<file path="config.mk">
export PLATFORM = sky130hd
export DESIGN_NAME = enemy_scheduler_flat
export DESIGN_NICKNAME = d
export VERILOG_FILES = /design/src/rtl/enemy_sched_pkg.sv /design/src/rtl/enemy_scheduler_if.sv /design/src/rtl/enemy_vga_mux.sv /design/src/rtl/enemy_scheduler.sv /design/src/flat_wrapper.sv
export SDC_FILE = /design/constraint.sdc
export NUM_CORES = 1
export LEC_CHECK = 0
export ABC_AREA = 1
export CAP_MARGIN = 20
export CORE_AREA = 2 2 100 78
export CTS_CLUSTER_SIZE = 8
export DETAILED_ROUTE_END_ITERATION = 16
export DIE_AREA = 0 0 102 80
export PLACE_DENSITY = 0.86
export SETUP_SLACK_MARGIN = 0.2
export SKIP_LAST_GASP = 1
export SLEW_MARGIN = 0
export SYNTH_ARGS = -nofsm -noshare
export SYNTH_HDL_FRONTEND = slang
export SYNTH_HIERARCHICAL = 1
export SYNTH_SLANG_ARGS = --single-unit
</file>
<file path="constraint.sdc">
create_clock -name clock -period 2.2 [get_ports clock]
set_input_delay 0.55 -clock clock [delete_from_list [all_inputs] [get_ports clock]]
set_output_delay 0.55 -clock clock [all_outputs]
set_load 0.05 [all_outputs]
</file>
<file path="src/rtl/enemy_sched_pkg.sv">
// Shared definitions for the enemy scheduler slice: FSM encoding, movement
// directions used by the enemy datapath, and pixel field widths.
package enemy_sched_pkg;

    typedef enum logic [2:0] {
        S_INIT  = 3'd0,
        S_IDLE  = 3'd1,
        S_HIT   = 3'd2,
        S_GEN   = 3'd3,
        S_APPLY = 3'd4,
        S_DRAW  = 3'd5,
        S_GAP   = 3'd6,
        S_DONE  = 3'd7
    } sched_state_t;

    typedef enum logic [2:0] {
        NO_ACTION = 3'd0,
        UP        = 3'd1,
        DOWN      = 3'd2,
        LEFT      = 3'd3,
        RIGHT     = 3'd4
    } direction_t;

    localparam int unsigned X_W      = 9;
    localparam int unsigned Y_W      = 8;
    localparam int unsigned COLOUR_W = 6;

    // Bit offset of slice idx inside a packed per-instance bus.
    function automatic int unsigned field_lsb(input int unsigned idx, input int unsigned width);
        return idx * width;
    endfunction

endpackage

</file>
<file path="src/rtl/enemy_scheduler_if.sv">
// Bundle of per-enemy strobes and pixel buses between the scheduler (master)
// and the bank of enemy datapaths (slave).
interface enemy_scheduler_if #(
    parameter int unsigned N_ENEMIES = 4
);
    import enemy_sched_pkg::*;

    logic [N_ENEMIES-1:0]          en_init;
    logic [N_ENEMIES-1:0]          en_idle;
    logic [N_ENEMIES-1:0]          en_hit;
    logic [N_ENEMIES-1:0]          en_gen_move;
    logic [N_ENEMIES-1:0]          en_apply_move;
    logic [N_ENEMIES-1:0]          en_draw;
    logic [N_ENEMIES-1:0]          en_draw_done;
    logic [X_W*N_ENEMIES-1:0]      en_x_draw;
    logic [Y_W*N_ENEMIES-1:0]      en_y_draw;
    logic [COLOUR_W*N_ENEMIES-1:0] en_colour;
    logic [N_ENEMIES-1:0]          en_vga_write;

    modport master (
        output en_init, en_idle, en_hit, en_gen_move, en_apply_move, en_draw,
        input  en_draw_done, en_x_draw, en_y_draw, en_colour, en_vga_write
    );

    modport slave (
        input  en_init, en_idle, en_hit, en_gen_move, en_apply_move, en_draw,
        output en_draw_done, en_x_draw, en_y_draw, en_colour, en_vga_write
    );

endinterface

</file>
<file path="src/rtl/enemy_vga_mux.sv">
// N-way selector over a packed bus of equal-width slices; slice sel is routed
// to the output. Out-of-range sel yields zero.
module enemy_vga_mux
    import enemy_sched_pkg::*;
#(
    parameter int unsigned N_WAYS = 4,
    parameter int unsigned WIDTH  = 9,
    parameter int unsigned SEL_W  = 3
) (
    input  logic [SEL_W-1:0]        sel,
    input  logic [WIDTH*N_WAYS-1:0] packed_bus,
    output logic [WIDTH-1:0]        selected
);

    always_comb begin
        selected = '0;
        for (int unsigned i = 0; i < N_WAYS; i++) begin
            if (sel == SEL_W'(i)) begin
                selected = packed_bus[field_lsb(i, WIDTH) +: WIDTH];
            end
        end
    end

endmodule

</file>
<file path="src/rtl/enemy_scheduler.sv">
// Frame-level sequencer for a bank of enemy datapaths: issues the per-frame
// state strobes and grants the shared VGA pixel port to one enemy at a time.
module enemy_scheduler
    import enemy_sched_pkg::*;
#(
    parameter int unsigned N_ENEMIES    = 4,
    parameter int unsigned DRAW_TIMEOUT = 300,
    parameter int unsigned IDX_W        = 3
) (
    input  logic                 clock,
    input  logic                 reset,
    input  logic                 frame_tick,
    input  logic [N_ENEMIES-1:0] hit_req,
    enemy_scheduler_if.master    bank,
    output logic [X_W-1:0]       vga_x,
    output logic [Y_W-1:0]       vga_y,
    output logic [COLOUR_W-1:0]  vga_colour,
    output logic                 vga_write,
    output logic                 busy,
    output logic                 frame_done,
    output logic                 timeout_err
);

    localparam int unsigned      WD_W     = $clog2(DRAW_TIMEOUT + 1);
    localparam logic [IDX_W-1:0] LAST_SEL = IDX_W'(N_ENEMIES - 1);
    localparam logic [WD_W-1:0]  WD_LAST  = WD_W'(DRAW_TIMEOUT - 1);
    localparam logic [WD_W-1:0]  WD_MIN   = WD_W'(2);

    sched_state_t         state;
    logic [N_ENEMIES-1:0] hit_pend;
    logic [IDX_W-1:0]     sel;
    logic [WD_W-1:0]      wd_cnt;
    logic                 done_sel;
    logic                 write_sel;
    logic                 done_ok;
    logic                 timed_out;

    function automatic logic [N_ENEMIES-1:0] grant_of(input logic [IDX_W-1:0] idx);
        logic [N_ENEMIES-1:0] g;
        g = '0;
        for (int unsigned i = 0; i < N_ENEMIES; i++) begin
            g[i] = (idx == IDX_W'(i));
        end
        return g;
    endfunction

    enemy_vga_mux #(.N_WAYS(N_ENEMIES), .WIDTH(X_W), .SEL_W(IDX_W)) u_mux_x (
        .sel(sel), .packed_bus(bank.en_x_draw), .selected(vga_x)
    );

    enemy_vga_mux #(.N_WAYS(N_ENEMIES), .WIDTH(Y_W), .SEL_W(IDX_W)) u_mux_y (
        .sel(sel), .packed_bus(bank.en_y_draw), .selected(vga_y)
    );

    enemy_vga_mux #(.N_WAYS(N_ENEMIES), .WIDTH(COLOUR_W), .SEL_W(IDX_W)) u_mux_colour (
        .sel(sel), .packed_bus(bank.en_colour), .selected(vga_colour)
    );

    enemy_vga_mux #(.N_WAYS(N_ENEMIES), .WIDTH(1), .SEL_W(IDX_W)) u_mux_write (
        .sel(sel), .packed_bus(bank.en_vga_write), .selected(write_sel)
    );

    enemy_vga_mux #(.N_WAYS(N_ENEMIES), .WIDTH(1), .SEL_W(IDX_W)) u_mux_done (
        .sel(sel), .packed_bus(bank.en_draw_done), .selected(done_sel)
    );

    // A done still high from the previous grant is ignored for the first two cycles.
    always_comb begin
        done_ok   = done_sel && (wd_cnt >= WD_MIN);
        timed_out = (wd_cnt == WD_LAST);
        busy      = (state != S_IDLE);
        vga_write = write_sel && (state == S_DRAW);
    end

    always_ff @(posedge clock) begin
        if (reset) begin
            state              <= S_INIT;
            bank.en_init       <= '0;
            bank.en_idle       <= '0;
            bank.en_hit        <= '0;
            bank.en_gen_move   <= '0;
            bank.en_apply_move <= '0;
            bank.en_draw       <= '0;
            frame_done         <= 1'b0;
            timeout_err        <= 1'b0;
            hit_pend           <= '0;
            sel                <= '0;
            wd_cnt             <= '0;
        end else begin
            bank.en_init       <= '0;
            bank.en_hit        <= '0;
            bank.en_gen_move   <= '0;
            bank.en_apply_move <= '0;
            frame_done         <= 1'b0;
            hit_pend           <= hit_pend | hit_req;

            case (state)
                // Reset leaves en_init low, so S_INIT spends one cycle raising it
                // and leaves on the next; the strobe is high for exactly one cycle.
                S_INIT: begin
                    if (!bank.en_init[0]) begin
                        bank.en_init <= '1;
                    end else begin
                        state        <= S_IDLE;
                        bank.en_idle <= '1;
                    end
                end
                S_IDLE: begin
                    if (frame_tick) begin
                        state        <= S_HIT;
                        bank.en_idle <= '0;
                        bank.en_hit  <= hit_pend | hit_req;
                    end
                end
                S_HIT: begin
                    hit_pend         <= hit_req;
                    state            <= S_GEN;
                    bank.en_gen_move <= '1;
                end
                S_GEN: begin
                    state              <= S_APPLY;
                    bank.en_apply_move <= '1;
                end
                S_APPLY: begin
                    sel          <= '0;
                    wd_cnt       <= '0;
                    state        <= S_DRAW;
                    bank.en_draw <= grant_of('0);
                end
                S_DRAW: begin
                    wd_cnt <= wd_cnt + 1'b1;
                    if (done_ok || timed_out) begin
                        bank.en_draw <= '0;
                        if (!done_ok) begin
                            timeout_err <= 1'b1;
                        end
                        if (sel == LAST_SEL) begin
                            state      <= S_DONE;
                            frame_done <= 1'b1;
                        end else begin
                            state <= S_GAP;
                        end
                    end
                end
                S_GAP: begin
                    sel          <= sel + 1'b1;
                    wd_cnt       <= '0;
                    state        <= S_DRAW;
                    bank.en_draw <= grant_of(sel + 1'b1);
                end
                S_DONE: begin
                    state        <= S_IDLE;
                    bank.en_idle <= '1;
                end
                default: begin
                    state <= S_INIT;
                end
            endcase
        end
    end

endmodule

</file>
<file path="src/flat_wrapper.sv">
// flat-port wrapper written by rule: the top's interface ports become plain ports
module enemy_scheduler_flat import enemy_sched_pkg::*;
#(
    parameter int unsigned N_ENEMIES    = 4,
    parameter int unsigned DRAW_TIMEOUT = 300,
    parameter int unsigned IDX_W        = 3
)
  (clock, reset, frame_tick, hit_req, vga_x, vga_y, vga_colour, vga_write, busy, frame_done, timeout_err, bank_en_init, bank_en_idle, bank_en_hit, bank_en_gen_move, bank_en_apply_move, bank_en_draw, bank_en_draw_done, bank_en_x_draw, bank_en_y_draw, bank_en_colour, bank_en_vga_write);
  enemy_scheduler_if #(.N_ENEMIES(N_ENEMIES)) bank_i ();
  input  logic clock;
  input  logic reset;
  input  logic frame_tick;
  input  logic [N_ENEMIES-1:0] hit_req;
  output logic [X_W-1:0] vga_x;
  output logic [Y_W-1:0] vga_y;
  output logic [COLOUR_W-1:0] vga_colour;
  output logic vga_write;
  output logic busy;
  output logic frame_done;
  output logic timeout_err;
  output wire logic [$bits(bank_i.en_init)-1:0] bank_en_init;
  output wire logic [$bits(bank_i.en_idle)-1:0] bank_en_idle;
  output wire logic [$bits(bank_i.en_hit)-1:0] bank_en_hit;
  output wire logic [$bits(bank_i.en_gen_move)-1:0] bank_en_gen_move;
  output wire logic [$bits(bank_i.en_apply_move)-1:0] bank_en_apply_move;
  output wire logic [$bits(bank_i.en_draw)-1:0] bank_en_draw;
  input wire logic [$bits(bank_i.en_draw_done)-1:0] bank_en_draw_done;
  input wire logic [$bits(bank_i.en_x_draw)-1:0] bank_en_x_draw;
  input wire logic [$bits(bank_i.en_y_draw)-1:0] bank_en_y_draw;
  input wire logic [$bits(bank_i.en_colour)-1:0] bank_en_colour;
  input wire logic [$bits(bank_i.en_vga_write)-1:0] bank_en_vga_write;
  assign bank_en_init = bank_i.en_init;
  assign bank_en_idle = bank_i.en_idle;
  assign bank_en_hit = bank_i.en_hit;
  assign bank_en_gen_move = bank_i.en_gen_move;
  assign bank_en_apply_move = bank_i.en_apply_move;
  assign bank_en_draw = bank_i.en_draw;
  assign bank_i.en_draw_done = bank_en_draw_done;
  assign bank_i.en_x_draw = bank_en_x_draw;
  assign bank_i.en_y_draw = bank_en_y_draw;
  assign bank_i.en_colour = bank_en_colour;
  assign bank_i.en_vga_write = bank_en_vga_write;
  enemy_scheduler #(.N_ENEMIES(N_ENEMIES), .DRAW_TIMEOUT(DRAW_TIMEOUT), .IDX_W(IDX_W)) u_core (.clock(clock), .reset(reset), .frame_tick(frame_tick), .hit_req(hit_req), .bank(bank_i), .vga_x(vga_x), .vga_y(vga_y), .vga_colour(vga_colour), .vga_write(vga_write), .busy(busy), .frame_done(frame_done), .timeout_err(timeout_err));
endmodule
</file>
---- Word level (Yosys, flattened, before mapping) ----
Index checks and enable logic that the tools add are counted.
storage, ports and cells
  register bits after elaboration ......... 45
  input port bits ......................... 107
  output and inout port bits .............. 51
operators by class
  add/subtract/negate cells ............... 2
  $lt $le $gt $ge ......................... 1
  eq/ne operators ......................... 18
  muxes and demuxes ....................... 37
  bitwise logic cells ..................... 7
  reduce and logical (&&, ||, !) cells .... 18
operators by type and width
  kind                                                                                  number
  9-bit 2-to-1 mux                                                                      4
  8-bit 2-to-1 mux                                                                      4
  4-bit 2-to-1 mux                                                                      7
  6-bit 2-to-1 mux                                                                      4
  4-bit one-hot mux with 3 select lines                                                 2
  3-bit one-hot mux with 7 select lines                                                 1
  3-bit by 2-bit equality test with 1-bit output (second input constant)                6
  9-bit one-hot mux with 2 select lines                                                 1
  3-bit equality test (second input constant)                                           4
  1-bit 2-to-1 mux                                                                      10
  9-bit by 1-bit adder with 9-bit output (second input constant)                        1
  3-bit by 1-bit equality test with 1-bit output (second input constant)                3
  9-bit equality test (second input constant)                                           1
  9-bit by 2-bit greater-or-equal comparator with 1-bit output (second input constant)  1
  3-bit logical NOT                                                                     3
  3-bit 2-to-1 mux                                                                      3
  3-bit AND reduction                                                                   3
  1-bit inverter                                                                        6
  3-bit one-hot mux with 2 select lines                                                 1
  3-bit nonzero test                                                                    2
  3-bit OR reduction                                                                    2
  2-bit inequality test (second input constant)                                         2
  4-bit OR                                                                              1
  2-bit nonzero test                                                                    2
  other kinds (7)                                                                       9

---- Depth between registers and ports, before layout ----
Gate-level depths: netlist of run 1.
  word-level depth ........................ 9
  depth in mapped cells ................... 12
  depth with buffers taken out ............ 12

---- Modules after synthesis ----
Netlist of run 1, hierarchy kept.
modules (own cells, without submodules)
  module                                  times used  cells an instance  area an instance (µm²)  sequential area each (µm²)
  enemy_scheduler                         1           219                1661.6                  660.6
  enemy_vga_mux at u_core.u_mux_x         1           57                 359.1                   0.0
  enemy_vga_mux at u_core.u_mux_y         1           50                 327.8                   0.0
  enemy_vga_mux at u_core.u_mux_colour    1           37                 202.7                   0.0
  enemy_vga_mux at u_core.u_mux_done ...  2           13                 52.6                    0.0

---- Worst setup path after synthesis of run 1 ----
OpenSTA, ideal clock, no wires.
  path type ............................... register -> output
  from .................................... reg u_core.sel[1]
  to ...................................... out vga_write
  arrival time ............................ 1.666 ns
  data required time ...................... 1.650 ns
  setup slack ............................. -0.016 ns
  stages on the path, launching flop included .. 7
  path through ............................ dfxtp_1 -> nand2_1 -> nand3_1 -> nand2_1 -> nor2_2 -> inv_1 -> nor2_1
on the way
  word-level cells in the longest chain between the ends .. 6
RTL lines
  item                            line                    RTL
  start, declared                 enemy_scheduler.sv:31   logic [IDX_W-1:0] sel;
  start signal, assigned          enemy_scheduler.sv:146  sel <= sel + 1'b1;
  3-bit logical NOT               enemy_vga_mux.sv:18     if (sel == SEL_W'(i)) begin
  1-bit 2-to-1 mux (3 in series)  enemy_vga_mux.sv:18
  1-bit 2-to-1 mux *              enemy_vga_mux.sv:18
  net u_core.write_sel            enemy_scheduler.sv:34   logic write_sel;
  1-bit logical AND *             enemy_scheduler.sv:72   vga_write = write_sel && (state == S_DRAW);
  end, declared                   flat_wrapper.sv:17      output logic vga_write;
Mark *: on every way through the listed nets, which the timed path passes. The rest lies on a longest branch.

---- Final worst setup path of run 1 ----
Same ends and word-level chain as after synthesis.

==> metrics.md, run 1 <==
| Metric | Value |
|---|---|
| Post-Route Utilization | `0.673` |
| Final instance area | `0.00482 mm2` |
| Clock Tree Buf Depth | `2` |
| Area growth syn-to-layout | `81.5%` |
| Port Buffers | `157` |
| Clock Pin Slew Worst Setup and Hold Paths | `70 ps` |
| CTS tree | `built` |
| Clock Skew | `5.74 ps` |
| Global placement routability congestion | `0.890` |
| Yosys warns | `6` |
| Clock root cell | `clkbuf_8` |
| Worst slew pin tran | `554 ps` |
| Crit-path max FO | `9` |
| Drt via density | `5.55` |
| Chip Height | `80 um` |
| Clock net sink count | `33` |
| Critical path startpoint | `u_core/sel[1]` |
| Xor/xnor share of the synthesized area | `0` |
| Drt wl/cell | `16.6 um` |
| Antenna diodes | `0` |
| # H-tree levels | `2` |
| Die ar. | `0.00816 mm2` |
| Num CTS Buffers | `5` |
| Simple-gate share of the synthesized area | `0.463` |
| Flops & latches, synth | `33` |
| Gr usage total | `0.240` |
| Crit path to | `vga_write` |
| Max Cap Viol | `0` |
| Synthesized net count | `504` |
| Worst reg-to-reg setup slack | `290 ps` |
| Tcrit/Tclk final | `0.954` |
| Mux contribution to synthesized area | `0` |
| Die Width | `102 um` |
| Post-synthesis sequential area ratio | `0.249` |
| Async S/R FF share, synth | `0` |
| CP Launch Type | `register` |
| Filler Cell Count | `556` |
| Largest area contributor in the netlist | `dfxtp_1` |
| Fin. Hold Viols | `0` |
| Initial antenna violation count | `0` |
| Post-CTS Hold Fix Bufs | `0` |
| DP HPWL | `7120 um` |
| Largest net degree at the start of global routing | `27` |
| CP Data Arrival Time | `1550 ps` |
| Compound-Gate Fraction of Synth Area | `0.0820` |
| Tmin final | `2100 ps` |
| First-pass GRT wire length | `15600 um` |
| Most area-consuming cells after synthesis | `dfxtp_1 25%, nand4_1 16%, nand3_1 12%` |
| Setup CP Type | `register to output port` |
| Reg-to-Reg Start | `u_core/sel[1]` |
| Starting Density | `0.371` |
| Critical path capture point type | `output port` |
| Vias in the first global route | `3278` |
| Post-Synth Adder-Cell Area | `0.0377` |
| Mapped Area | `0.00266 mm2` |
| Final TNS setup | `0 ps` |
| Synth top area share | `0.249` |
| Fmax | `477 MHz` |
| Residual DRC count | `0` |
| Power Dens Cells | `461 mW/mm2` |
| CP required | `1650 ps` |
| Vias | `3661` |
| Most common cell after layout, fill and taps aside | `clkdlybuf4s50_1` |
| Status | `complete, no violations` |
| Share of cells above drive strength 1 | `0.216` |
| Floorplan row count | `27` |
| Synth Flop Type | `dfxtp_1` |
| EDFF count, synth | `0` |
| Worst skew pair latency | `290 ps` |
| Most frequent cells in the layout | `106 x clkdlybuf4s50_1, 70 x nand4_1, 45 x nand3_1` |
| Mapped Cells | `389` |
| Slew HR | `0.630` |
| Unrepaired setup endpoints after global routing | `true` |
| Tightest Hold Check Type | `register to register` |
| Final Max Tran Viols | `0` |
| Setup violators final | `0` |
| Net count, final | `673` |
| FF-to-FF End | `u_core/bank.en_draw[0]` |
| R2R depth | `14` |
| Largest family of logic cells by synthesized area | `simple AND/OR/NAND/NOR gates` |
| Grt total ovfl | `0` |
| Initial DRC Count | `261` |
| Pre-antenna DRT Iters | `5` |
| Synth cell types | `31` |
| Syn Area/Cell | `6.83 um2` |
| Antenna-violating nets left | `0` |
| Post-DP Area | `0.00411 mm2` |
| Final wirelength | `11000 um` |
| CORE AREA | `0.00716 mm2` |
| Pleak | `1.98 nW` |
| Io pins | `158` |
| Peak VDD IR | `0.503 mV` |
where the power goes:
part           internal (mW)  leakage, nW  switching (mW)
registers              0.649        0.271          0.0449
clock network          0.224       0.0395           0.211
logic                  0.395         1.67           0.696
total                   1.27         1.98           0.952
layer usage:
| layer | vias to the layer above | routed length (um) | global-route usage |
|---|---|---|---|
| met4 | 0 | 290 | 0.119 |
| met3 | 31 | 958 | 0.0543 |
| li1 | 1709 | - | - |
| met2 | 213 | 5440 | 0.395 |
| met5 | - | 0 | 0 |
| met1 | 1708 | 4280 | 0.292 |
synthesized netlist by cell type (3+ instances only):
cell type	instances
o21ai_0	9
nor3_1	6
buf_4	15
nand4_1	70
buf_6	10
nand3_1	65
a221oi_2	3
inv_2	6
a21oi_1	13
dfxtp_1	33
nand2_1	41
nor2_2	4
nor2_4	5
ha_1	8
buf_2	4
nor2_1	41
inv_1	38
worst max-delay path: stages (launching register included):
cell     delay, ps
dfxtp_4        380
buf_12         160
inv_1           60
nand2_1         50
nand3_1         80
nand2_1         70
nor2_2         110
inv_1           60
nor2_2         140
buf_12         160
worst min path at each step:
stage | slack (ps) | from | end | depth (start not counted)
2_1_floorplan | 470 | u_core/wd_cnt[8] | u_core/wd_cnt[8] | 2
3_3_place_gp | 440 | u_core/timeout_err | u_core/timeout_err | 2
3_5_place_dp | 450 | u_core/timeout_err | u_core/timeout_err | 2
4_1_cts | 460 | u_core/timeout_err | u_core/timeout_err | 2
5_1_grt | 470 | u_core/timeout_err | u_core/timeout_err | 2
6_report | 450 | u_core/timeout_err | u_core/timeout_err | 2
kinds of logic (layout without fill, tap and decap cells):
kind of cell    count (synthesis)  after routing
simple gates                  238            239
fa+ha+maj                       8              8
flops                          33             33
buf+inv                        77            246
compound gates                 33             33
registers in the layout, indices dropped and copies added, names as in the netlist, 3 cells and up:
register	flops
u_core/state	3
u_core/wd_cnt	9
u_core/bank.en_hit	4
u_core/sel	3
u_core/bank.en_draw	4
u_core/hit_pend	4
cell type report:
| type | count | area [um2] | area share |
|---|---|---|---|
| multi-input combinational | 280 | 1690 | 0.351 |
| sequential | 33 | 672 | 0.139 |
| tap | 101 | 126 | 0.0262 |
| timing repair buffer | 194 | 2080 | 0.431 |
| inverter | 44 | 176 | 0.0366 |
| clock buffer | 8 | 80.1 | 0.0166 |
repair_timing:
item | CTS | global route
pin swaps | 21 | 31
resized for setup | 62 | 42
buffers inserted | 17 | 8
setup endpoints to repair | 41 | 30
gates cloned | 5 | 0
through the flow:
stage                     hold WS, ps  setup slack [ps]  std cells  total power, mW
after global routing              473              67.6        660             2.32
after global placement            442              28.7        622             1.81
after floorplan                   470               213        389             1.44
final                             452               102        660             2.22
after detailed placement          449              22.4        622             1.83
after CTS                         459               134        652             2.22
No activity file was read; power rests on OpenSTA's default activity.
==> inputs of run 2 (changes only) <==
--- a/config.mk
+++ b/config.mk
@@ -12,6 +12,7 @@
 export DETAILED_ROUTE_END_ITERATION = 16
 export DIE_AREA = 0 0 102 80
 export PLACE_DENSITY = 0.86
+export REMOVE_ABC_BUFFERS = 1
 export SETUP_SLACK_MARGIN = 0.2
 export SKIP_LAST_GASP = 1
 export SLEW_MARGIN = 0
==> metrics.md, run 2 (synthesis results as in run 1) <==
| Metric | Value |
|---|---|
| Status | `complete, no violations` |
| Fmax | `467 MHz` |
| Final wirelength | `12600 um` |
| Clock Skew | `5.23 ps` |
| Wl on met1 | `4720 um` |
| Drt via density | `5.68` |
| Highest routed layer | `met4` |
| Vias in the first global route | `3480` |
| Max FFs per register | `9` |
| Largest net degree at the start of global routing | `27` |
| Residual DRC count | `0` |
| FF-to-FF End | `u_core/bank.en_draw[2]` |
| DP HPWL | `7980 um` |
| Worst hold path depth | `2` |
| Crit-path cells | `buf_12 > clkinvlp_4 > nand4_1 > nand4_1 > buf_12` |
| CP Data Arrival Time | `1590 ps` |
| Final TNS setup | `0 ps` |
| Most common cell after layout, fill and taps aside | `clkdlybuf4s50_1` |
| Port Buffers | `157` |
| CP required | `1650 ps` |
| Crit-path max FO | `8` |
| Max Cap Viol | `0` |
| Setup violators final | `0` |
| Unrepaired setup endpoints after global routing | `true` |
| Num CTS Buffers | `5` |
| Hold Path Origin | `u_core/timeout_err` |
| Tightest Hold Check Type | `register to register` |
| CP Launch Type | `register` |
| Worst slew pin tran | `521 ps` |
| Share of cells above drive strength 1 | `0.228` |
| Hold Slack | `460 ps` |
| Fin. Hold Viols | `0` |
| Gr usage total | `0.265` |
| Initial DRC Count | `338` |
| Global placement routability congestion | `0.864` |
| Floorplan row count | `27` |
| Pre-antenna DRT Iters | `5` |
| CORE AREA | `0.00716 mm2` |
| Clock net sink count | `33` |
| Peak VDD IR | `0.381 mV` |
| Net count, final | `676` |
| Pleak | `2.08 nW` |
| Die ar. | `0.00816 mm2` |
| Slowest-stage cell, CP | `dfxtp_4` |
| Chip Height | `80 um` |
| Io pins | `158` |
| Drt wl/cell | `18.9 um` |
| R2R depth | `13` |
| Grt total ovfl | `0` |
| Die Width | `102 um` |
| Filler Cell Count | `520` |
| Storage cell area | `672 um2` |
| First-pass GRT wire length | `17100 um` |
| Starting Density | `0.371` |
| # H-tree levels | `2` |
| Overall power | `2.36 mW` |
| Hold Path End | `u_core/timeout_err` |
| Reg-to-Reg Start | `u_core/sel[1]` |
| Most frequent cells in the layout | `102 x clkdlybuf4s50_1, 70 x nand4_1, 47 x nand3_1` |
| Setup CP Type | `register to output port` |
| Initial antenna violation count | `0` |
| Critical path capture point type | `output port` |
| Largest stage delay on the critical path | `440 ps` |
| Clock Pin Slew Worst Setup and Hold Paths | `70 ps` |
| Tmin final | `2140 ps` |
| Slew HR | `0.652` |
| Area growth syn-to-layout | `88.5%` |
| Vias | `3764` |
| Clock Tree Buf Depth | `2` |
| Clock root cell | `clkbuf_8` |
| Multi-input logic area | `0.00168 mm2` |
| Power Dens Cells | `472 mW/mm2` |
| Worst reg-to-reg setup slack | `350 ps` |
| Top reg by flops | `u_core/wd_cnt` |
| Antenna diodes | `0` |
| CTS tree | `built` |
| Final Max Tran Viols | `0` |
| Worst skew pair latency | `290 ps` |
| Tcrit/Tclk final | `0.974` |
| Antenna-violating nets left | `0` |
| Met3 routed WL | `945 um` |
| DR WL met2 | `6420 um` |
## run 2: timing repair
item	4_1_cts	5_1_grt
setup buffers	12	11
gates resized for setup	52	39
cloned	3	2
pin swaps	31	33
endpoints found under the setup margin	42	27
hold buffers	0	0
## run 2: worst max path at each step
stage / startpoint / endpoint / slack [ps] / depth (start not counted)
floorplan: u_core/sel[1] / vga_write / -790 / 6
global placement: bank_en_vga_write[2] / vga_write / -30 / 8
detailed placement: bank_en_vga_write[2] / vga_write / -50 / 8
CTS: u_core/sel[1] / vga_y[3] / 130 / 5
global route: u_core/sel[1] / vga_y[0] / 10 / 5
finish: u_core/sel[1] / vga_y[0] / 60 / 5
## run 2: report_power, final
part / leakage, nW / internal, mW / switching (mW)
sequential: 0.271 / 0.649 / 0.0463
clock: 0.0542 / 0.283 / 0.222
combinational: 1.75 / 0.435 / 0.726
total: 2.08 / 1.37 / 0.995
## run 2: area by class of cell
class                      count  area share
inverter                      44      0.0375
timing repair buffer         197       0.448
multi-input combinational    280       0.335
sequential                    33       0.134
clock buffer                   7      0.0192
tap                          101      0.0252
clock inverter                 1     0.00100
## run 2: critical path, delay by kind of cell (launching register included)
kind,cells,cell delay [ps]
and+or+nand+nor,2,330
buffers and inverters,3,520
DFF,1,440
## run 2: metrics by stage
stage | std cells | cell area [um2] | setup slack [ps] | utilization
floorplan | 356 | 2370 | -791 | -
global placement | 627 | 4420 | -30.2 | 0.617
detailed placement | 627 | 4420 | -46.8 | 0.617
CTS | 650 | 4740 | 128 | 0.662
global route | 663 | 5010 | 13.9 | 0.699
finish | 663 | 5010 | 57.0 | 0.699
## run 2: layer usage
metal | track usage | up-vias
met1 | 0.322 | 1760
met4 | 0.123 | 0
met5 | 0 | -
li1 | - | 1708
met2 | 0.441 | 237
met3 | 0.0604 | 59
